`src/rtl/hazard_ctrl_pkg.sv`:
```
// Shared types and default 5-stage masks for the pipeline hazard controller.
// Bit 0 of every mask is IF/PC, bit 1 is IF/ID, and so on down the pipe.
package hazard_ctrl_pkg;

    typedef enum logic [1:0] {
        HC_IDLE = 2'd0,
        HC_WAIT = 2'd1,
        HC_DONE = 2'd2
    } div_state_e;

    localparam int         DEF_STAGES     = 5;
    localparam logic [4:0] DEF_LU_STALL   = 5'b00011;
    localparam logic [4:0] DEF_LU_FLUSH   = 5'b00100;
    localparam logic [4:0] DEF_BR_FLUSH   = 5'b00010;
    localparam logic [4:0] DEF_DIV_STALL  = 5'b00111;
    localparam logic [4:0] DEF_DIV_FLUSH  = 5'b01000;
    localparam logic [4:0] DEF_MW_STALL   = 5'b01111;
    localparam logic [4:0] DEF_MW_FLUSH   = 5'b10000;
    localparam logic [4:0] DEF_TRAP_FLUSH = 5'b01111;

endpackage

```
`src/rtl/hazard_ctrl_if.sv`:
```
// Hazard requests from the datapath and the stall/flush/divider controls back to it.
// The controller takes the slave view; the datapath (or a bench) takes the master view.
interface hazard_ctrl_if #(
    parameter int STAGES = 5
);
    logic              mem_trap_i;
    logic              mem_wait_i;
    logic              ex_div_i;
    logic              div_done_i;
    logic              id_branch_flush_i;
    logic              id_load_use_i;
    logic [STAGES-1:0] stall_o;
    logic [STAGES-1:0] flush_o;
    logic              div_start_o;
    logic              div_kill_o;
    logic              wdog_o;

    modport master (
        output mem_trap_i, mem_wait_i, ex_div_i, div_done_i,
               id_branch_flush_i, id_load_use_i,
        input  stall_o, flush_o, div_start_o, div_kill_o, wdog_o
    );

    modport slave (
        input  mem_trap_i, mem_wait_i, ex_div_i, div_done_i,
               id_branch_flush_i, id_load_use_i,
        output stall_o, flush_o, div_start_o, div_kill_o, wdog_o
    );
endinterface

```
`src/rtl/hazard_ctrl_stall_wdog.sv`:
```
// Stall watchdog: counts consecutive stalled cycles, saturating at all-ones,
// and flags expiry once the counter is saturated.
module stall_wdog #(
    parameter int W = 10
) (
    input  logic clk_i,
    input  logic rst_n_i,
    input  logic stall_any,
    output logic expired
);
    logic [W-1:0] count;

    // NOTE: sequential state uses non-blocking assignments so every flop samples
    // pre-edge values regardless of process ordering.
    always_ff @(posedge clk_i or negedge rst_n_i) begin
        if (!rst_n_i) begin
            count <= '0;
        end else if (!stall_any) begin
            count <= '0;
        end else if (count != '1) begin
            count <= count + 1'b1;
        end
    end

    assign expired = (count == '1);
endmodule

```
`src/rtl/hazard_ctrl.sv`:
```
// Pipeline hazard controller: prioritised stall/flush arbitration across trap,
// memory wait, divider, branch and load-use, plus the divider handshake FSM.
module hazard_ctrl
    import hazard_ctrl_pkg::*;
#(
    parameter int                STAGES     = DEF_STAGES,
    parameter logic [STAGES-1:0] LU_STALL   = DEF_LU_STALL,
    parameter logic [STAGES-1:0] LU_FLUSH   = DEF_LU_FLUSH,
    parameter logic [STAGES-1:0] BR_FLUSH   = DEF_BR_FLUSH,
    parameter logic [STAGES-1:0] DIV_STALL  = DEF_DIV_STALL,
    parameter logic [STAGES-1:0] DIV_FLUSH  = DEF_DIV_FLUSH,
    parameter logic [STAGES-1:0] MW_STALL   = DEF_MW_STALL,
    parameter logic [STAGES-1:0] MW_FLUSH   = DEF_MW_FLUSH,
    parameter logic [STAGES-1:0] TRAP_FLUSH = DEF_TRAP_FLUSH,
    parameter int                EX_ADV_BIT = 3,
    parameter int                WDOG_W     = 10
) (
    input  logic          clk_i,
    input  logic          rst_n_i,
    hazard_ctrl_if.slave  hc
);
    div_state_e        state;
    div_state_e        state_nx;
    logic [STAGES-1:0] stall;
    logic [STAGES-1:0] flush;
    logic              div_start;
    logic              div_kill;
    logic              div_busy;
    logic              wdog;

    always_ff @(posedge clk_i or negedge rst_n_i) begin
        if (!rst_n_i) state <= HC_IDLE;
        else          state <= state_nx;
    end

    // NOTE: every signal written here gets a default first, so no path can
    // leave one unassigned and infer a latch.
    always_comb begin
        stall     = '0;
        flush     = '0;
        div_start = 1'b0;
        div_kill  = 1'b0;
        div_busy  = 1'b0;
        state_nx  = state;

        if (!rst_n_i) begin
            // Hold every pipeline register flushed while reset is asserted.
            flush    = '1;
            state_nx = HC_IDLE;
        end else begin
            div_start = (state == HC_IDLE) && hc.ex_div_i && !hc.mem_trap_i;
            div_busy  = div_start || (state == HC_WAIT);

            if (hc.mem_trap_i) begin
                flush    = TRAP_FLUSH;
                div_kill = (state == HC_WAIT);
            end else if (hc.mem_wait_i) begin
                stall = MW_STALL;
                flush = MW_FLUSH;
            end else if (div_busy) begin
                stall = DIV_STALL;
                flush = DIV_FLUSH;
            end else if (hc.id_branch_flush_i) begin
                // The load-use stall survives a redirect, but its bubble is
                // superseded by the branch flush.
                flush = BR_FLUSH;
                if (hc.id_load_use_i) stall = LU_STALL;
            end else if (hc.id_load_use_i) begin
                stall = LU_STALL;
                flush = LU_FLUSH;
            end

            if (hc.mem_trap_i) begin
                state_nx = HC_IDLE;
            end else begin
                unique case (state)
                    HC_IDLE: if (hc.ex_div_i)          state_nx = HC_WAIT;
                    HC_WAIT: if (hc.div_done_i)        state_nx = HC_DONE;
                    // Leave DONE only once the EX instruction actually advances.
                    HC_DONE: if (!stall[EX_ADV_BIT])   state_nx = HC_IDLE;
                    default:                           state_nx = HC_IDLE;
                endcase
            end
        end
    end

    stall_wdog #(
        .W (WDOG_W)
    ) u_stall_wdog (
        .clk_i     (clk_i),
        .rst_n_i   (rst_n_i),
        .stall_any (|stall),
        .expired   (wdog)
    );

    assign hc.stall_o     = stall;
    assign hc.flush_o     = flush;
    assign hc.div_start_o = div_start;
    assign hc.div_kill_o  = div_kill;
    assign hc.wdog_o      = wdog;
endmodule

```
`src/flat_wrapper.sv`:
```
// flat-port wrapper written by rule: the top's interface ports become plain ports
module hazard_ctrl_flat import hazard_ctrl_pkg::*;
#(
    parameter int                STAGES     = DEF_STAGES,
    parameter logic [STAGES-1:0] LU_STALL   = DEF_LU_STALL,
    parameter logic [STAGES-1:0] LU_FLUSH   = DEF_LU_FLUSH,
    parameter logic [STAGES-1:0] BR_FLUSH   = DEF_BR_FLUSH,
    parameter logic [STAGES-1:0] DIV_STALL  = DEF_DIV_STALL,
    parameter logic [STAGES-1:0] DIV_FLUSH  = DEF_DIV_FLUSH,
    parameter logic [STAGES-1:0] MW_STALL   = DEF_MW_STALL,
    parameter logic [STAGES-1:0] MW_FLUSH   = DEF_MW_FLUSH,
    parameter logic [STAGES-1:0] TRAP_FLUSH = DEF_TRAP_FLUSH,
    parameter int                EX_ADV_BIT = 3,
    parameter int                WDOG_W     = 10
)
  (clk_i, rst_n_i, hc_mem_trap_i, hc_mem_wait_i, hc_ex_div_i, hc_div_done_i, hc_id_branch_flush_i, hc_id_load_use_i, hc_stall_o, hc_flush_o, hc_div_start_o, hc_div_kill_o, hc_wdog_o);
  hazard_ctrl_if #(.STAGES(STAGES)) hc_i ();
  input  logic clk_i;
  input  logic rst_n_i;
  input wire logic [$bits(hc_i.mem_trap_i)-1:0] hc_mem_trap_i;
  input wire logic [$bits(hc_i.mem_wait_i)-1:0] hc_mem_wait_i;
  input wire logic [$bits(hc_i.ex_div_i)-1:0] hc_ex_div_i;
  input wire logic [$bits(hc_i.div_done_i)-1:0] hc_div_done_i;
  input wire logic [$bits(hc_i.id_branch_flush_i)-1:0] hc_id_branch_flush_i;
  input wire logic [$bits(hc_i.id_load_use_i)-1:0] hc_id_load_use_i;
  output wire logic [$bits(hc_i.stall_o)-1:0] hc_stall_o;
  output wire logic [$bits(hc_i.flush_o)-1:0] hc_flush_o;
  output wire logic [$bits(hc_i.div_start_o)-1:0] hc_div_start_o;
  output wire logic [$bits(hc_i.div_kill_o)-1:0] hc_div_kill_o;
  output wire logic [$bits(hc_i.wdog_o)-1:0] hc_wdog_o;
  assign hc_i.mem_trap_i = hc_mem_trap_i;
  assign hc_i.mem_wait_i = hc_mem_wait_i;
  assign hc_i.ex_div_i = hc_ex_div_i;
  assign hc_i.div_done_i = hc_div_done_i;
  assign hc_i.id_branch_flush_i = hc_id_branch_flush_i;
  assign hc_i.id_load_use_i = hc_id_load_use_i;
  assign hc_stall_o = hc_i.stall_o;
  assign hc_flush_o = hc_i.flush_o;
  assign hc_div_start_o = hc_i.div_start_o;
  assign hc_div_kill_o = hc_i.div_kill_o;
  assign hc_wdog_o = hc_i.wdog_o;
  hazard_ctrl #(.STAGES(STAGES), .LU_STALL(LU_STALL), .LU_FLUSH(LU_FLUSH), .BR_FLUSH(BR_FLUSH), .DIV_STALL(DIV_STALL), .DIV_FLUSH(DIV_FLUSH), .MW_STALL(MW_STALL), .MW_FLUSH(MW_FLUSH), .TRAP_FLUSH(TRAP_FLUSH), .EX_ADV_BIT(EX_ADV_BIT), .WDOG_W(WDOG_W)) u_core (.clk_i(clk_i), .rst_n_i(rst_n_i), .hc(hc_i));
endmodule
```
`config.mk`:
```
export PLATFORM = sky130hd
export DESIGN_NAME = hazard_ctrl_flat
export DESIGN_NICKNAME = d
export VERILOG_FILES = /design/src/rtl/hazard_ctrl_pkg.sv /design/src/rtl/hazard_ctrl_if.sv /design/src/rtl/hazard_ctrl_stall_wdog.sv /design/src/rtl/hazard_ctrl.sv /design/src/flat_wrapper.sv
export SDC_FILE = /design/constraint.sdc
export NUM_CORES = 1
export LEC_CHECK = 0
export ABC_AREA = 1
export BUFFER_PORTS_ARGS = -buffer_cell sky130_fd_sc_hd__buf_2
export CORE_UTILIZATION = 31
export CTS_CLUSTER_DIAMETER = 40
export DETAILED_ROUTE_END_ITERATION = 8
export GPL_ROUTABILITY_DRIVEN = 0
export GPL_TIMING_DRIVEN = 1
export SKIP_LAST_GASP = 1
export SLEW_MARGIN = 20
export SYNTH_ARGS = -nofsm -noshare
export SYNTH_HDL_FRONTEND = slang
export SYNTH_SLANG_ARGS = --single-unit
```
`constraint.sdc`:
```
create_clock -name clk_i -period 1.85 [get_ports clk_i]
set_clock_uncertainty 0.1 [all_clocks]
set_input_delay 0.185 -clock clk_i [delete_from_list [all_inputs] [get_ports clk_i]]
set_output_delay 0.185 -clock clk_i [all_outputs]
set_load 0.01 [all_outputs]
```
# [Word-level counts from Yosys, hierarchy flattened]
# Index checks and enable logic that the tools add are counted.
[word_totals] ff_bits=12 latch_bits=0 mem_bits_rw=0 rom_bits=0 in_bits=8 output_inout_bits=13 memories=0
[op_classes] n_addsub=1 mul=0 div=0 order_cmp=0 eq_ne=8 shifts=0 n_mux=23 bitwise_logic=0 reduce_logical=7
[op_table] op="two-way mux 5 bit" count=10
[op_table] op="two-way mux 10 bit" count=2
[op_table] op="two-way mux 2 bit" count=6
[op_table] op="!= test 4 bit, second input constant" count=3
[op_table] op="adder 10 x 1 -> 10 bit, second input constant" count=1
[op_table] op="== test 10 bit, second input constant" count=1
[op_table] op="!= test 10 bit, second input constant" count=1
[op_table] op="one-hot mux 2 bit (3 select lines)" count=1
[op_table] op="OR reduction 5 bit" count=1
[op_table] op="two-way mux 1 bit" count=3
[op_table] op="two-way mux 3 bit" count=1
[op_table] op="AND reduction 3 bit" count=1
[op_table] op="== test 2 x 1 -> 1 bit, second input constant" count=1
[op_table] op="== test 2 bit, second input constant" count=1
[op_table] op="logical AND 1 bit" count=2
[op_table] op="zero test 2 bit" count=1
[op_table] op="!= test 2 x 1 -> 1 bit, second input constant" count=1
[op_table] op="zero test 1 bit" count=1
[op_table] op="logical OR 1 bit" count=1

# [Logic depth before layout (Yosys ltp)]
[logic_depth] word_depth=12 depth_mapped=9

# [Modules after synthesis]
# From an unflattened synthesis, not the netlist that was laid out.
[hier_totals] cells_unflattened=125 area_unflattened_um2=864.6
[modules_own_cells] module="stall_wdog" instances=1 cells_each=80 area_per_inst_um2=598.1
[modules_own_cells] module="hazard_ctrl" instances=1 cells_each=45 area_per_inst_um2=266.5

# [Worst setup path before layout]
# OpenSTA, ideal clock, no wires.
[synth_timing] kind="reg2out" from="reg u_core.state[0]" to="out hc_stall_o[1]" arrival_time_ps=1033 required_ps=1565 setup_slack_ps=532 path_stages_with_launch=8 n_path_buf=2 path_cell_list="dfrtp_1 > nor2_1 > nand2_1 > nand3_2 > nand2_2 > nand2_2 > buf_6 > buf_4"
[synth_via] elab_chain_len=9
[synth_lines] item="from (decl)" line_no="hazard_ctrl.sv:22" text="div_state_e state;"
[synth_lines] item="from (signal assigned)" line_no="hazard_ctrl.sv:33" text="else state <= state_nx;"
[synth_lines] item="zero test 2 bit" line_no="hazard_ctrl.sv:51" text="div_start = (state == HC_IDLE) && hc.ex_div_i && !hc.mem_trap_i;"
[synth_lines] item="logical AND 1 bit (2 in series)" line_no="hazard_ctrl.sv:51"
[synth_lines] item="logical OR 1 bit *" line_no="hazard_ctrl.sv:52" text="div_busy = div_start || (state == HC_WAIT);"
[synth_lines] item="two-way mux 5 bit *" line_no="hazard_ctrl.sv:60" text="end else if (div_busy) begin"
[synth_lines] item="two-way mux 5 bit *" line_no="hazard_ctrl.sv:57" text="end else if (hc.mem_wait_i) begin"
[synth_lines] item="two-way mux 5 bit *" line_no="hazard_ctrl.sv:54" text="if (hc.mem_trap_i) begin"
[synth_lines] item="two-way mux 5 bit * (2 in series)" line_no="hazard_ctrl.sv:46" text="if (!rst_n_i) begin"
[synth_lines] item="to (decl)" line_no="flat_wrapper.sv:26" text="output wire logic [$bits(hc_i.stall_o)-1:0] hc_stall_o;"
# Every way passes the cells marked *; elsewhere a longest branch is shown, timed or not. The select of a mux whose other input is x is not followed.

# [Worst setup path after layout]
[layout_timing] from="in rst_n_i" to="out hc_stall_o[1]"
[layout_via] elab_chain_len=1
[layout_lines] item="from (decl)" line_no="flat_wrapper.sv:19" text="input logic rst_n_i;"
[layout_lines] item="two-way mux 5 bit" line_no="hazard_ctrl.sv:46"
# Every way passes these cells.

==> impl_metrics.yaml <==
timing:
  min_period_ps: 1780
  fin_tns_setup_ps: 0
  hold_viol_final: 0
  fmax_mhz: 560
  finalSetupViolCount: 0
  rsz0062_at_grt: "false"
  post-route-period-util: 0.965
  final_max_slew_viol_count: 0
power:
  ir_worst_vdd_v: 0.000391
  p_leak_nw: 0.622
  totalPowerFinal_w: 0.000559
  powerDensity_mw_per_mm2: 533
global_route:
  overflow: 0
  grt_pass1_wl_um: 3060
  grt_max_degree: 15
  first_global_vias: 747
  grtUsageTotal: 0.125
  grt_antenna_before_repair: 0
die:
  start_util: 0.341
  rows: 18
  die_h_um: 55.4
  pin_count: 21
  die-width_um: 55.4
  core_area_sq_mm: 0.00259
  dieArea_sq_mm: 0.00307
worst_setup_path:
  max_stage_delay_ps: 530
  endpoint_kind: "output pin"
  critPathMaxFanout: 12
  crit_type: "in2out"
  worstPathRequired_ps: 1560
  critical_path.most_common_cell: "buf_2"
  cp_top_family: "buffers and inverters"
  path_cells: "dlygate4sd3_1 -> buf_2 -> inv_1 -> nor2_4 -> nand2_1 -> nand2_4 -> buf_2"
  start_kind: "primary input"
  arrival_ps: 1500
  rrSetupSlack_ps: 400
  crit_slowest_cell: "dlygate4sd3_1"
  critPathBufInv: 4
yosys:
  synthTopCellsByArea: "dfrtp_1, nand2_1, inv_1, nor2_1, o21ai_0"
  synthXorXnorAreaFrac: 0.0198
  synth-seq-cells: 12
  synth-compound-area-share: 0.0652
  synth_top_area_cell: "dfrtp_1"
  synthFlopType: "dfrtp_1"
  synth_top_family_by_area: "simple AND/OR/NAND/NOR gates"
  yosysUniqueCellTypes: 21
  yosys.area_share.simple: 0.416
  ys_seq_area_frac: 0.340
  yosysTopAreaCellShare: 0.340
  syn_area_per_cell_sq_um: 6.79
  synthAdderAreaFrac: 0.0142
  yosysWarnings: 0
  syn-instance-count: 130
  synth_mux_area_frac: 0
  async_reset_ff_frac: 1.00
  synth.top_cells.by_count: "nand2_1, inv_1, dfrtp_1"
  syn_area_sq_um: 883
  syn-num-nets: 139
  synth.most_common_cell: "nand2_1"
  synth_edf_count: 0
cts:
  cts_sinks: 12
  clkTransAtPathRegs_ps: 80
  clockBufferDepth: 2
  cts_root_buf: "clkbuf_4"
  cts_tree: "yes"
  numCtsBuffers: 3
  cts_htree_levels: 1
  insertion_delay_ps: 270
final_layout:
  finalNetCount: 162
  drive_gt1_frac: 0.257
  stdcell_count: 182
  area_delta_synth_final_pct: 18.7
  antenna_cells: 0
run:
  cap_violations: 0
status:
  status: "finished, final reports clean"
drt:
  firstDrtPassIters: 4
  ant_nets: 0
  drc: 0
  viasPerCell: 4.51
  drt-wirelength-per-cell_um: 9.73
  wl_um: 1770
  vias: 820
  drtIter0Drc: 30
placement:
  dp.cells: 177
  hpwl_um: 1490
  portBuffers: 19
worst_hold_path:
  worstHoldPathType: "in2reg"
-- sequential cells by signal, indices dropped and copies added, names as in the netlist --
signal and count:
u_core.state 2, u_core.u_stall_wdog.count 10
-- cell usage in the layout, fill, tap and decap left out --
| master | instances |
|---|---|
| buf_4 | 1 |
| nor2_2 | 4 |
| o21ai_0 | 8 |
| nand2_4 | 1 |
| nand3_2 | 2 |
| nor3_2 | 1 |
| o211ai_1 | 1 |
| clkbuf_8 | 1 |
| ha_1 | 1 |
| nor3_1 | 1 |
| dlygate4sd3_1 | 1 |
| nand4_1 | 2 |
| conb_1 | 1 |
| xnor2_1 | 2 |
| nor2_1 | 11 |
| a21oi_1 | 2 |
| nand4_4 | 1 |
| nand2_2 | 3 |
| inv_1 | 26 |
| nor2_4 | 3 |
| nand2_1 | 41 |
| dfrtp_1 | 12 |
| buf_2 | 19 |
| nand3_1 | 4 |
| clkbuf_4 | 3 |
-- logic make-up (layout without fill, tap and decap cells) --
| kind of cell | Yosys count | in the layout |
|---|---|---|
| and+or+nand+nor | 74 | 74 |
| buffers and inverters | 29 | 51 |
| DFF | 12 | 12 |
| AOI/OAI and AO/OA | 11 | 11 |
| xor gates and xnor gates | 2 | 2 |
| adders and majority gates | 1 | 1 |
| other | 1 | 1 |
-- final cells by class --
type	count	area [sq um]
inverters	26	97.6
fillers	276	1540
flip-flops and latches	12	300
well taps	30	37.5
repair buffers	21	113
multi-input cells	89	464
clock buffers	4	36.3
-- path summary, 6_finish.rpt --
path                                                 to                    startpoint  cells past startpoint
setup / recovery                          hc_stall_o[1]                       rst_n_i                      7
hold / removal                          u_core.state[0]                 hc_div_done_i                      4
setup reg to reg           u_core.u_stall_wdog.count[7]  u_core.u_stall_wdog.count[0]                      7
hold reg to reg            u_core.u_stall_wdog.count[1]  u_core.u_stall_wdog.count[1]                      2
max in group asynchronous  u_core.u_stall_wdog.count[9]                       rst_n_i                      3
min in group asynchronous  u_core.u_stall_wdog.count[3]                       rst_n_i                      3
-- worst min-delay path: cells and delay by family --
kind	cells	cell delay, ps
compound gates	1	80
buf+inv	2	100
simple gates	1	60
-- power by group --
| part | internal, W | switching [W] | leakage [nW] |
|---|---|---|---|
| registers | 0.000267 | 0.00000467 | 0.166 |
| logic | 0.0000313 | 0.0000539 | 0.435 |
| clock network | 0.000119 | 0.0000823 | 0.0210 |
-- per-stage QoR --
stage / area (sq um) / util / hold WS, ps / setup slack (ps)
after floorplan: 883 / - / -211 / 532
after global placement: 997 / 0.385 / 60.9 / 413
after detailed placement: 997 / 0.385 / 65.2 / 404
after CTS: 1040 / 0.403 / 111 / 23.1
after global routing: 1050 / 0.405 / 148 / 3.38
final: 1050 / 0.405 / 109 / 65.5
-- repair_timing --
action	CTS	global route
hold endpoints to repair	12	0
setup endpoints to repair	0	2
buffers inserted	0	0
gates resized for setup	0	1
hold buffers	1	0
-- per-layer routing --
metal	up-vias	routed length (um)	track usage
met4	0	42	0.0893
met1	368	830	0.158
met3	4	48	0.0164
met5	-	0	0
met2	14	848	0.194
li1	434	-	-
Note: power is estimated with default switching activity, not from simulation.
